**src/rtl/serializer_stream_pkg.sv**
```systemverilog
// Shared types and helpers for serializer_stream.
//   state_e      : serializer FSM states (PARITY is only reachable when
//                  SERIALIZER_STREAM_PARITY_EN is defined)
//   eff_len_f    : length field -> number of bits to emit (0 means full width)
//   is_dropped_f : true when a length falls inside the discard window
package serializer_stream_pkg;

    typedef enum logic [1:0] {
        IDLE   = 2'd0,
        SHIFT  = 2'd1,
        PARITY = 2'd2
    } state_e;

    // A zero length field encodes a full-width word.
    function automatic int unsigned eff_len_f(input int unsigned mod, input int unsigned data_w);
        return (mod == 0) ? data_w : mod;
    endfunction

    // An empty window (lo > hi) never matches.
    function automatic logic is_dropped_f(input int unsigned mod, input int unsigned lo,
                                          input int unsigned hi);
        return (mod >= lo) && (mod <= hi);
    endfunction

endpackage

```
**src/rtl/serializer_stream_hold.sv**
```systemverilog
// One-entry holding register for serializer_stream.
// Ports:
//   clk_i, arst_i : clock, asynchronous active-high reset
//   load_i        : capture word_i (wins over drain_i in the same cycle)
//   drain_i       : entry consumed by the shifter this cycle
//   word_i        : word to capture
//   full_o        : entry occupied (registered)
//   word_o        : stored word (registered)
module serializer_stream_hold #(
    parameter type word_t = logic
) (
    input  logic  clk_i,
    input  logic  arst_i,
    input  logic  load_i,
    input  logic  drain_i,
    input  word_t word_i,
    output logic  full_o,
    output word_t word_o
);

    logic  full_q, full_d;
    word_t word_q, word_d;

    // Drain then load, so a simultaneous drain+load keeps the entry full.
    always_comb begin
        full_d = full_q;
        word_d = word_q;
        if (drain_i) begin
            full_d = 1'b0;
        end
        if (load_i) begin
            full_d = 1'b1;
            word_d = word_i;
        end
    end

    always_ff @(posedge clk_i or posedge arst_i) begin
        if (arst_i) begin
            full_q <= 1'b0;
            word_q <= '0;
        end else begin
            full_q <= full_d;
            word_q <= word_d;
        end
    end

    assign full_o = full_q;
    assign word_o = word_q;

endmodule

```
**src/rtl/serializer_stream.sv**
```systemverilog
// Parallel-to-serial stream converter with per-word length and bit order.
// A one-entry holding register lets words follow each other without gaps.
// Optional macro SERIALIZER_STREAM_PARITY_EN appends an even-parity bit
// (carrying ser_last_o) after the data bits of every word.
// Ports:
//   clk_i, arst_i    : clock, asynchronous active-high reset
//   data_i           : parallel word
//   data_mod_i       : bit count, 0 = DATA_W
//   data_lsb_first_i : 1 = emit from bit 0 upwards, 0 = from bit DATA_W-1 down
//   data_val_i       : word valid
//   data_rdy_o       : word can be accepted (registered)
//   ser_data_o       : serial bit, 0 when not valid
//   ser_data_val_o   : serial bit valid
//   ser_last_o       : final bit of a word
//   busy_o           : shifting or holding register occupied
module serializer_stream
    import serializer_stream_pkg::*;
#(
    parameter int unsigned DATA_W        = 16,
    parameter int unsigned MOD_W         = $clog2(DATA_W),
    parameter int unsigned MOD_IGNORE_LO = 1,
    parameter int unsigned MOD_IGNORE_HI = 2
) (
    input  logic              clk_i,
    input  logic              arst_i,
    input  logic [DATA_W-1:0] data_i,
    input  logic [MOD_W-1:0]  data_mod_i,
    input  logic              data_lsb_first_i,
    input  logic              data_val_i,
    output logic              data_rdy_o,
    output logic              ser_data_o,
    output logic              ser_data_val_o,
    output logic              ser_last_o,
    output logic              busy_o
);

    // Counter is one bit wider than the length field so DATA_W fits.
    localparam int unsigned CNT_W = MOD_W + 1;

    // Word record as stored in the holding register, length already resolved.
    typedef struct packed {
        logic [DATA_W-1:0] data;
        logic [CNT_W-1:0]  len;
        logic              lsb_first;
    } word_t;

    state_e            state_q, state_d;
    logic [DATA_W-1:0] sh_q, sh_d;
    logic [CNT_W-1:0]  cnt_q, cnt_d;
    logic [CNT_W-1:0]  len_q, len_d;
    logic              lsb_q, lsb_d;
`ifdef SERIALIZER_STREAM_PARITY_EN
    logic              par_q, par_d;
`endif

    logic ser_data_q, ser_data_d;
    logic ser_val_q,  ser_val_d;
    logic ser_last_q, ser_last_d;
    logic busy_q,     busy_d;
    logic rdy_q,      rdy_d;

    logic  accept, keep, load_pt;
    logic  hold_load, hold_drain, hold_full, hold_full_d;
    word_t in_word, hold_word, ld_word;

    assign in_word.data      = data_i;
    assign in_word.len       = CNT_W'(eff_len_f(32'(data_mod_i), DATA_W));
    assign in_word.lsb_first = data_lsb_first_i;

    serializer_stream_hold #(
        .word_t (word_t)
    ) u_hold (
        .clk_i   (clk_i),
        .arst_i  (arst_i),
        .load_i  (hold_load),
        .drain_i (hold_drain),
        .word_i  (in_word),
        .full_o  (hold_full),
        .word_o  (hold_word)
    );

    // Next state, shifter update and next registered outputs.
    always_comb begin
        state_d     = state_q;
        sh_d        = sh_q;
        cnt_d       = cnt_q;
        len_d       = len_q;
        lsb_d       = lsb_q;
`ifdef SERIALIZER_STREAM_PARITY_EN
        par_d       = par_q;
`endif
        hold_load   = 1'b0;
        hold_drain  = 1'b0;
        ser_data_d  = 1'b0;
        ser_val_d   = 1'b0;
        ser_last_d  = 1'b0;
        busy_d      = 1'b0;
        rdy_d       = 1'b1;
        hold_full_d = 1'b0;

        accept  = data_val_i && rdy_q;
        keep    = accept && !is_dropped_f(32'(data_mod_i), MOD_IGNORE_LO, MOD_IGNORE_HI);
        // Holding register has priority: it was accepted first.
        ld_word = hold_full ? hold_word : in_word;

        // Load point: the shifter may take a new word at this edge.
`ifdef SERIALIZER_STREAM_PARITY_EN
        load_pt = (state_q == IDLE) || (state_q == PARITY);
`else
        load_pt = (state_q == IDLE) || ((state_q == SHIFT) && (cnt_q == len_q));
`endif

        if (load_pt) begin
            if (hold_full || keep) begin
                state_d    = SHIFT;
                sh_d       = ld_word.data;
                cnt_d      = CNT_W'(1);
                len_d      = ld_word.len;
                lsb_d      = ld_word.lsb_first;
`ifdef SERIALIZER_STREAM_PARITY_EN
                par_d      = ld_word.lsb_first ? ld_word.data[0] : ld_word.data[DATA_W-1];
`endif
                hold_drain = hold_full;
                // A new word arriving while the holding register drains refills it.
                hold_load  = hold_full && keep;
            end else begin
                state_d = IDLE;
            end
        end else begin
            hold_load = keep;
            if (cnt_q != len_q) begin
                sh_d  = lsb_q ? (sh_q >> 1) : (sh_q << 1);
                cnt_d = cnt_q + CNT_W'(1);
`ifdef SERIALIZER_STREAM_PARITY_EN
                par_d = par_q ^ (lsb_q ? sh_q[1] : sh_q[DATA_W-2]);
`endif
            end
`ifdef SERIALIZER_STREAM_PARITY_EN
            else begin
                state_d = PARITY;
            end
`endif
        end

        ser_val_d = (state_d != IDLE);
        if (state_d == SHIFT) begin
            ser_data_d = lsb_d ? sh_d[0] : sh_d[DATA_W-1];
        end
`ifdef SERIALIZER_STREAM_PARITY_EN
        if (state_d == PARITY) begin
            ser_data_d = par_d;
        end
        ser_last_d = (state_d == PARITY);
`else
        ser_last_d = (state_d == SHIFT) && (cnt_d == len_d);
`endif

        hold_full_d = hold_load || (hold_full && !hold_drain);
        busy_d      = (state_d != IDLE) || hold_full_d;
        // On the last cycle of a word the holding register drains, so a word can be taken.
        rdy_d       = !hold_full_d || ser_last_d;
    end

    always_ff @(posedge clk_i or posedge arst_i) begin
        if (arst_i) begin
            state_q    <= IDLE;
            sh_q       <= '0;
            cnt_q      <= '0;
            len_q      <= '0;
            lsb_q      <= 1'b0;
`ifdef SERIALIZER_STREAM_PARITY_EN
            par_q      <= 1'b0;
`endif
            ser_data_q <= 1'b0;
            ser_val_q  <= 1'b0;
            ser_last_q <= 1'b0;
            busy_q     <= 1'b0;
            rdy_q      <= 1'b1;
        end else begin
            state_q    <= state_d;
            sh_q       <= sh_d;
            cnt_q      <= cnt_d;
            len_q      <= len_d;
            lsb_q      <= lsb_d;
`ifdef SERIALIZER_STREAM_PARITY_EN
            par_q      <= par_d;
`endif
            ser_data_q <= ser_data_d;
            ser_val_q  <= ser_val_d;
            ser_last_q <= ser_last_d;
            busy_q     <= busy_d;
            rdy_q      <= rdy_d;
        end
    end

    assign data_rdy_o     = rdy_q;
    assign ser_data_o     = ser_data_q;
    assign ser_data_val_o = ser_val_q;
    assign ser_last_o     = ser_last_q;
    assign busy_o         = busy_q;

endmodule

```
**config.mk**
```make
export PLATFORM = sky130hd
export DESIGN_NAME = serializer_stream
export DESIGN_NICKNAME = d
export VERILOG_FILES = /design/src/rtl/serializer_stream_pkg.sv /design/src/rtl/serializer_stream_hold.sv /design/src/rtl/serializer_stream.sv
export SDC_FILE = /design/constraint.sdc
export NUM_CORES = 1
export LEC_CHECK = 0
export ABC_AREA = 1
export CAP_MARGIN = 10
export CORE_UTILIZATION = 50
export CTS_BUF_LIST = sky130_fd_sc_hd__clkbuf_8 sky130_fd_sc_hd__clkbuf_16
export CTS_CLUSTER_SIZE = 30
export DETAILED_ROUTE_END_ITERATION = 16
export DONT_BUFFER_PORTS = 1
export MAX_ROUTING_LAYER = met4
export PLACE_DENSITY_LB_ADDON = 0.1
export SYNTH_ARGS = -nofsm -noshare
export SYNTH_HDL_FRONTEND = slang
export SYNTH_SLANG_ARGS = --single-unit
export TNS_END_PERCENT = 20
```
**constraint.sdc**
```tcl
create_clock -name clk_i -period 1.8 [get_ports clk_i]
set_input_delay 0.45 -clock clk_i [delete_from_list [all_inputs] [get_ports clk_i]]
set_output_delay 0.45 -clock clk_i [all_outputs]
set_load 0.1 [all_outputs]
```
---- Word-level counts from Yosys, hierarchy flattened ----
Index checks and enable logic that the tools add are counted.
word-level totals
  bits in registers ....................... 57
  bits of input ports ..................... 24
  output and inout port bits .............. 5
  word-level logic and storage cells ...... 68
cells by class
  add/sub/neg operators ................... 1
  magnitude comparators ................... 2
  equal/unequal tests ..................... 6
  muxes and demuxes ....................... 23
  reduce and logical (&&, ||, !) cells .... 21
operators by type and width
  kind                                                                                 number
  16-bit 2-to-1 mux                                                                    4
  5-bit 2-to-1 mux                                                                     6
  22-bit 2-to-1 mux                                                                    1
  1-bit 2-to-1 mux                                                                     11
  5-bit equality test                                                                  2
  1-bit logical AND                                                                    7
  2-bit nonzero test                                                                   3
  5-bit by 1-bit adder with 5-bit output, second input constant                        1
  1-bit logical OR                                                                     5
  5-bit != test                                                                        1
  2-bit by 1-bit equality test with 1-bit output, second input constant                2
  4-bit by 1-bit greater-or-equal comparator with 1-bit output, second input constant  1
  4-bit by 2-bit less-or-equal comparator with 1-bit output, second input constant     1
  4-bit zero test                                                                      1
  1-bit zero test                                                                      3
  2-bit zero test                                                                      1
  2-bit 2-to-1 mux                                                                     1
  2-bit by 1-bit != test with 1-bit output, second input constant                      1
  2-bit AND reduction                                                                  1

---- Depth between registers and ports, before layout ----
Gate-level depths: netlist of the first run.
  depth after elaboration ................. 12
  depth in mapped cells ................... 17
  mapped depth without buffers ............ 15

---- Cells and area by module ----
From an unflattened synthesis of the first run, not the netlist that was laid out.
second synthesis, totals
  cells, all modules ...................... 454
  area, all modules ....................... 3263.1 µm²
by module, submodules not included
  module                  times used  cells an instance  area each (µm²)  seq. area each (µm²)
  serializer_stream       1           356                2383.5           852.1
  serializer_stream_hold  1           98                 879.6            575.6

---- Worst setup path before layout of the first run ----
OpenSTA, ideal clock, no wires.
  kind .................................... register to register
  start point ............................. register rdy_q (netlist: data_rdy_o)
  end point ............................... register sh_q[10]
  setup time .............................. 142 ps
  arrival ................................. 1878 ps
  required time ........................... 1658 ps
  path slack .............................. -220 ps
  stages on the path, launching flop included .. 10
  buffers on the path ..................... 2
  period minus slack after synthesis ...... 2020 ps
  cell sequence ........................... dfstp_2 nand2_1 inv_1 nand2_2 nand2_1 nand3_2 buf_6 buf_2 nand3_1 o221ai_1
on the way
  longest elaborated chain between the ends .. 5
ends and longest elaborated chain
  item                                                line                      RTL
  from (decl)                                         serializer_stream.sv:60   logic rdy_q, rdy_d;
  from (signal assigned)                              serializer_stream.sv:192  rdy_q <= rdy_d;
  1-bit logical AND                                   serializer_stream.sv:101  accept = data_val_i && rdy_q;
  1-bit logical AND                                   serializer_stream.sv:102  keep = accept && !is_dropped_f(32'(data_mod_i), MOD_IGNORE_LO, MOD_IGNORE_HI);
  1-bit logical OR                                    serializer_stream.sv:114  if (hold_full || keep) begin
  2-bit by 1-bit != test with 1-bit output (no line)  n/a
  2-bit AND reduction (no line)                       n/a
  to (signal assigned)                                serializer_stream.sv:167  sh_q <= '0;
  to (signal assigned)                                serializer_stream.sv:181  sh_q <= sh_d;
  to (decl)                                           serializer_stream.sv:48   logic [DATA_W-1:0] sh_q, sh_d;
No other way between the ends.
A chain may end at the register's enable or synchronous reset.

---- Worst setup path after layout of the first run ----
  start point ............................. register cnt_q[0]
  end point ............................... register ser_last_q (netlist: ser_last_o)
on the way
  longest elaborated chain between the ends .. 6
  elaborated cells on any way between the ends .. 13
  those cells by class .................... add/sub (1); eq/ne (4); mux (5); reduce/logical (3)
ends and longest elaborated chain
  item                    line                      RTL
  from (decl)             serializer_stream.sv:49   logic [CNT_W-1:0] cnt_q, cnt_d;
  from (signal assigned)  serializer_stream.sv:182  cnt_q <= cnt_d;
  5-bit equality test     serializer_stream.sv:110  load_pt = (state_q == IDLE) || ((state_q == SHIFT) && (cnt_q == len_q));
  1-bit logical AND       serializer_stream.sv:110
  1-bit logical OR        serializer_stream.sv:110
  5-bit 2-to-1 mux        serializer_stream.sv:113  if (load_pt) begin
  via len_d[2]            serializer_stream.sv:50   logic [CNT_W-1:0] len_q, len_d;
  5-bit equality test     serializer_stream.sv:155  ser_last_d = (state_d == SHIFT) && (cnt_d == len_d);
  1-bit logical AND       serializer_stream.sv:155
  via ser_last_d          serializer_stream.sv:58   logic ser_last_q, ser_last_d;
  to (signal assigned)    serializer_stream.sv:190  ser_last_q <= ser_last_d;
  to (decl)               serializer_stream.sv:58
The timed path passes the listed nets, and every way through them passes these cells.

==> results of run 1 <==
## layout make-up
class | instances | area share
clock buffers | 9 | 0.03157
repair buffers | 50 | 0.1132
clock inverters | 7 | 0.01818
well taps | 75 | 0.02392
flip-flops and latches | 57 | 0.3648
multi-input cells | 292 | 0.3948
inverters | 55 | 0.05357
## registers in the layout, indices dropped and copies added (netlist names)
name / count
busy_o: 1
cnt_q: 5
data_rdy_o: 1
len_q: 5
lsb_q: 1
ser_data_o: 1
ser_data_val_o: 1
ser_last_o: 1
sh_q: 16
state_q: 2
u_hold.full_o: 1
u_hold.word_o: 22
## through the flow
stage	util	instances	total power [mW]	worst slack [ps]	instance area, um^2
final	0.6474	545	8.615	-41.58	3924
after global routing	0.6474	545	9.385	-165.8	3924
after CTS	0.6344	540	8.441	4.699	3845
after detailed placement	0.5898	519	7.069	-79.09	3575
after global placement	0.5898	519	6.955	-58.31	3575
after floorplan	-	424	5.637	18.49	3247
## cell families after synthesis
kind of cell,synth area share
adder cells (fa/ha/maj),0.003887
AND/OR/NAND/NOR,0.2807
multiplexers,0.02799
flip-flops,0.4436
XOR/XNOR,0.01322
buffers and inverters,0.1030
AO/OA/AOI/OAI,0.1275
## layer usage
layer	routed length, um	share of wire	global-route usage
met1	3269	0.43	0.2965
met2	3825	0.50	0.4438
met3	342	0.045	0.05934
met4	242	0.032	0.1404
met5	0	0	-
## final timing paths
check	startpoint	end	slack, ps	cells past startpoint
setup reg to reg	cnt_q[0]	ser_last_o	-40	13
hold / removal	arst_i	u_hold.word_o[5]	30	2
min in group clk_i	data_i[0]	u_hold.word_o[6]	220	2
setup / recovery	cnt_q[0]	ser_last_o	-40	13
hold reg to reg	state_q[1]	state_q[1]	460	0
max in group asynchronous	arst_i	data_rdy_o	1480	2
## critical path: cells and delay by family, from the launching register on
kind                   cells  cell delay [ps]
buffers and inverters      2              150
flip-flops                 1              420
AND/OR/NAND/NOR           11             1150
## where the power goes
| group | total, mW | internal [mW] | switching (mW) | leakage, nW |
|---|---|---|---|---|
| logic | 5.13 | 2.09 | 3.05 | 1.21 |
| registers | 2.30 | 1.93 | 0.374 | 0.690 |
| clock network | 1.18 | 0.634 | 0.544 | 0.0912 |
## timing repair
item | CTS | global route
endpoints found under the setup margin | 4 | 15
pin swaps | 9 | 11
gates resized for setup | 8 | 15
buffers inserted | 3 | 5
cloned | 2 | 0
hold endpoints to repair | 0 | 0
## placed cells by master, fill, tap and decap left out, drive strengths merged
cell,Yosys,layout
a211oi,2,2
a21oi,12,12
buf,14,50
bufinv,0,1
clkbuf,8,9
clkinv,0,3
clkinvlp,0,4
dfrtp,56,56
dfstp,1,1
ha,1,1
inv,55,54
mux2i,9,9
nand2,155,156
nand3,25,26
nand4,10,10
nor2,14,14
o21ai,47,47
o221ai,11,11
xnor2,2,2
xor2,2,2
==> flow_summary.ini, run 1 <==
[status]
status = finished with violations
violations = setup timing

[synthesis]
ys_ff_latch = 57
synth_most_common_cell = nand2_1
syn-num-nets = 449
synth_area_leaders = dfrtp_1 (44%), nand2_1 (17%), o21ai_0 (6.8%)
synth.avg_cell_area_um2 = 7.590
synth_ff_type = dfrtp_1
syn_inst = 424
syn_area_um2 = 3218
synth_top_area_share = 0.4355
ys_seq_area_frac = 0.4436
yosys_warnings = 0
yosysTopAreaCell = dfrtp_1
yosysUniqueCellTypes = 31
synth_edf_count = 0
async_flop_share = 1.000
ys_top_cells_by_count = nand2_1 (144), dfrtp_1 (56), inv_1 (48)

[final_layout]
area.sequential_um2 = 1431
drive_gt1_frac = 0.2340
nets = 490
multi_input_area_um2 = 1549
nFillCells = 548
n_antenna_cell = 0
area_delta_synth_final_pct = 21.93

[timing]
slew_violations = 0
whs_ps = 27.68
fmax_mhz = 543.0
timing.final.ws_setup_ps = -41.58
clock_skew_ps = 8.624
fin_setup_tns_ps = -69.24
period_needed_ps = 1842
rsz0062_at_grt = yes
maxSlewHeadroom = 0.7690
finalSetupViolCount = 2
tightest_slew_ps = 342.9
finalCritPeriodShare = 1.023
hold_viol_final = 0

[grt]
grt_max_degree = 58
grt_usage = 0.2658
antenna_found_initial = 0
grt_pass1_wl_um = 12720
gr-total-overflow = 0
grt_pass1_vias = 2747

[routing]
drtAntennaViolNets = 0
viasPerCell = 5.358
dr.pass1.iters = 4
via_count = 2920
routedWlPerCell_um = 14.09
drtIter0Drc = 128
route.detailed.drc = 0
routed_wl_um = 7680

[job]
cap_violations = 0

[clock_tree]
cts_buffers = 9
cts_hold_buffers = 0
cts_tree = done
cts-root-buf = clkbuf_8
worstSkewPairLatency_ps = 350
cts_sinks = 57
htreeDepth = 3
clk_pin_slew_ps = 70
clock_path_buffers = 2

[place]
dp_hpwl_um = 5477
gp_congestion = 0.8726
port_buffers = 0

[min_path]
hp-class = in2async

[worst_setup_path]
cpMostUsedCell = nand2_1
endpoint_kind = flip-flop
cp.required_ps = 2030
critPathArrivalTime_ps = 2080
cp_max_fo = 5
start_kind = flip-flop
slowest_delay_ps = 420
path_cells = nand2_1 > nand2_2 > nor2_4 > nand3_4 > nand2_4 > buf_6 > nand4_1 > nand2_1 > nand2_1 > nand2_1 > nor2_1 > nand3_1 > inv_1
crit_type = reg2reg
cp_slowest_cell = dfrtp_1

[floorplan]
rows = 28
start_util = 0.5310
core_um2 = 6061
die_h_um = 82.23
pin_count = 29
dieArea_um2 = 6761
fp.dieW_um = 82.23

[power]
p_per_area_nw_per_um2 = 2196
max-vdd-ir-drop_v = 0.001380
power_leakage_nw = 1.994
Note: power is estimated with default switching activity, not from simulation.
==> run 2: changes to the inputs <==
--- a/config.mk
+++ b/config.mk
@@ -15,3 +15,3 @@
 export MAX_ROUTING_LAYER = met4
-export PLACE_DENSITY_LB_ADDON = 0.1
+export PLACE_DENSITY = 0.77
 export SYNTH_ARGS = -nofsm -noshare
--- a/constraint.sdc
+++ b/constraint.sdc
@@ -3,2 +3,2 @@
 set_output_delay 0.45 -clock clk_i [all_outputs]
-set_load 0.1 [all_outputs]
+set_load 0.01 [all_outputs]
==> run 2 against run 1 <==
Effect of this change:
- the flow still finishes with violations (setup timing)
- sequential share of layout area is 0.084 points lower
- global-route usage shrank 1.7 points
- die area is the same
- via count up 0.62%
- sequential power increased by 3%
- largest power group unchanged
- flip-flop and latch count unchanged
- critical endpoint is now data_rdy_o
- fmax is 2.8% lower
- setup slack worse by 52 ps
- core utilization is essentially flat
==> flow_summary.ini, run 2 (same netlist as run 1, synthesis figures left out) <==
[worst_setup_path]
start_kind = flip-flop
ff2ff_path_depth = 15
crit_start = cnt_q[1]
slowest_delay_ps = 400
crit_type = reg2reg
path_cells = inv_2 > nand2_2 > nand2_4 > nor2_4 > nand4_1 > nand2_4 > buf_6 > nand2_2 > nand2_2 > inv_2 > nand2_2 > nand2_1 > nor2_1 > nand3_1 > nand2_1
cp.required_ps = 2080
cp_max_fo = 5
critPathArrivalTime_ps = 2180
r2r_slack_ps = -90
cpMostUsedCell = nand2_2
endpoint = data_rdy_o
endpoint_kind = flip-flop
reg2reg_to = data_rdy_o
r2r_start = cnt_q[1]
cp_slowest_cell = dfrtp_1

[routing]
drtAntennaViolNets = 0
met3_length_um = 391
met1_length_um = 3190
route.detailed.drc = 0
via_count = 2938
routed_wl_um = 7748
dr.pass1.iters = 4
viasPerCell = 5.421
drtIter0Drc = 190
wl_met2_um = 4042
top_layer = met4
routedWlPerCell_um = 14.30

[timing]
hold_viol_final = 0
fin_setup_tns_ps = -176.6
rsz0062_at_grt = yes
slew_violations = 0
timing.final.ws_setup_ps = -93.89
finalCritPeriodShare = 1.052
clock_skew_ps = 5.485
maxSlewHeadroom = 0.7724
tightest_slew_ps = 341.4
fmax_mhz = 528.0
finalSetupViolCount = 2
period_needed_ps = 1894

[place]
place_ws_ps = -48.08
dp_cells = 513
place_area_um2 = 3498
dp_hpwl_um = 4985
gp_congestion = 0.9627
port_buffers = 0

[final_layout]
n_antenna_cell = 0
largest_register_ffs = 22
area_delta_synth_final_pct = 21.89
nets = 487
drive_gt1_frac = 0.2377
fin_util = 0.6472
layout_common_cells = nand2_1 (133), dfrtp_1 (56), inv_1 (45)
design_area_um2 = 3923
layout_commonest_cell = nand2_1
fin_cells = 542

[clock_tree]
cts-root-buf = clkbuf_8
cts_tree = done
cts_sinks = 57
cts_buffers = 9
cts_hold_buffers = 0
clock_path_buffers = 2
htreeDepth = 3
clk_pin_slew_ps = 60
worstSkewPairLatency_ps = 340

[floorplan]
fp.dieW_um = 82.23
die_h_um = 82.23
rows = 28
pin_count = 29
start_util = 0.5310
dieArea_um2 = 6761
core_um2 = 6061

[job]
cap_violations = 0

[grt]
grt_max_degree = 58
gr-total-overflow = 0
antenna_found_initial = 0
grt_pass1_wl_um = 12050
grt_pass1_vias = 2669
grt_usage = 0.2485

[min_path]
hp-class = in2async

[status]
violations = setup timing
status = finished with violations

[power]
power_leakage_nw = 1.996
p_per_area_nw_per_um2 = 2134
max-vdd-ir-drop_v = 0.001290
## run 2: how the worst min path moves through the flow
stage	start	end	slack, ps	cells past startpoint
global placement	state_q[1]	state_q[1]	410	0
floorplan	u_hold.word_o[21]	u_hold.word_o[21]	440	2
finish	arst_i	u_hold.word_o[19]	40	2
global route	arst_i	u_hold.word_o[18]	70	2
detailed placement	state_q[1]	state_q[1]	420	0
CTS	arst_i	u_hold.word_o[17]	60	2
## run 2: cell type report
type,count,area [um^2]
fill,494,2138
timing repair buffer,48,434.2
multi-input combinational,291,1578
sequential,57,1428
clock inverter,5,23.77
clock buffer,11,151.4
inverter,55,214.0
tap,75,93.84
## run 2: per-stage QoR
step	hold WS [ps]	total power, mW
2_1_floorplan	441.6	5.302
3_3_place_gp	410.2	6.413
3_5_place_dp	421.6	6.539
4_1_cts	62.67	7.668
5_1_grt	74.71	9.088
6_report	42.82	8.370
## run 2: repair_timing
item,in CTS,in global routing
buffers inserted,0,11
gates resized for setup,4,34
endpoints found under the setup margin,5,26
pin swaps,0,12
hold endpoints to repair,0,0
gates cloned,0,2
## run 2: critical path: cells and delay by family (launching register included)
| kind | cells | cell delay (ps) |
|---|---|---|
| buf+inv | 3 | 240 |
| flops | 1 | 400 |
| simple gates | 12 | 1190 |
## run 2: layer usage
layer,vias up,GRT usage
li1,1439,-
met1,1403,0.2895
met2,84,0.4099
met3,12,0.07143
met4,0,0.08596
met5,-,-
## run 2: where the power goes
group | internal, mW | leakage, nW | total, mW | switching (mW)
clock network | 0.556 | 0.0991 | 1.06 | 0.499
registers | 1.92 | 0.690 | 2.36 | 0.435
logic | 2.14 | 1.21 | 4.96 | 2.82
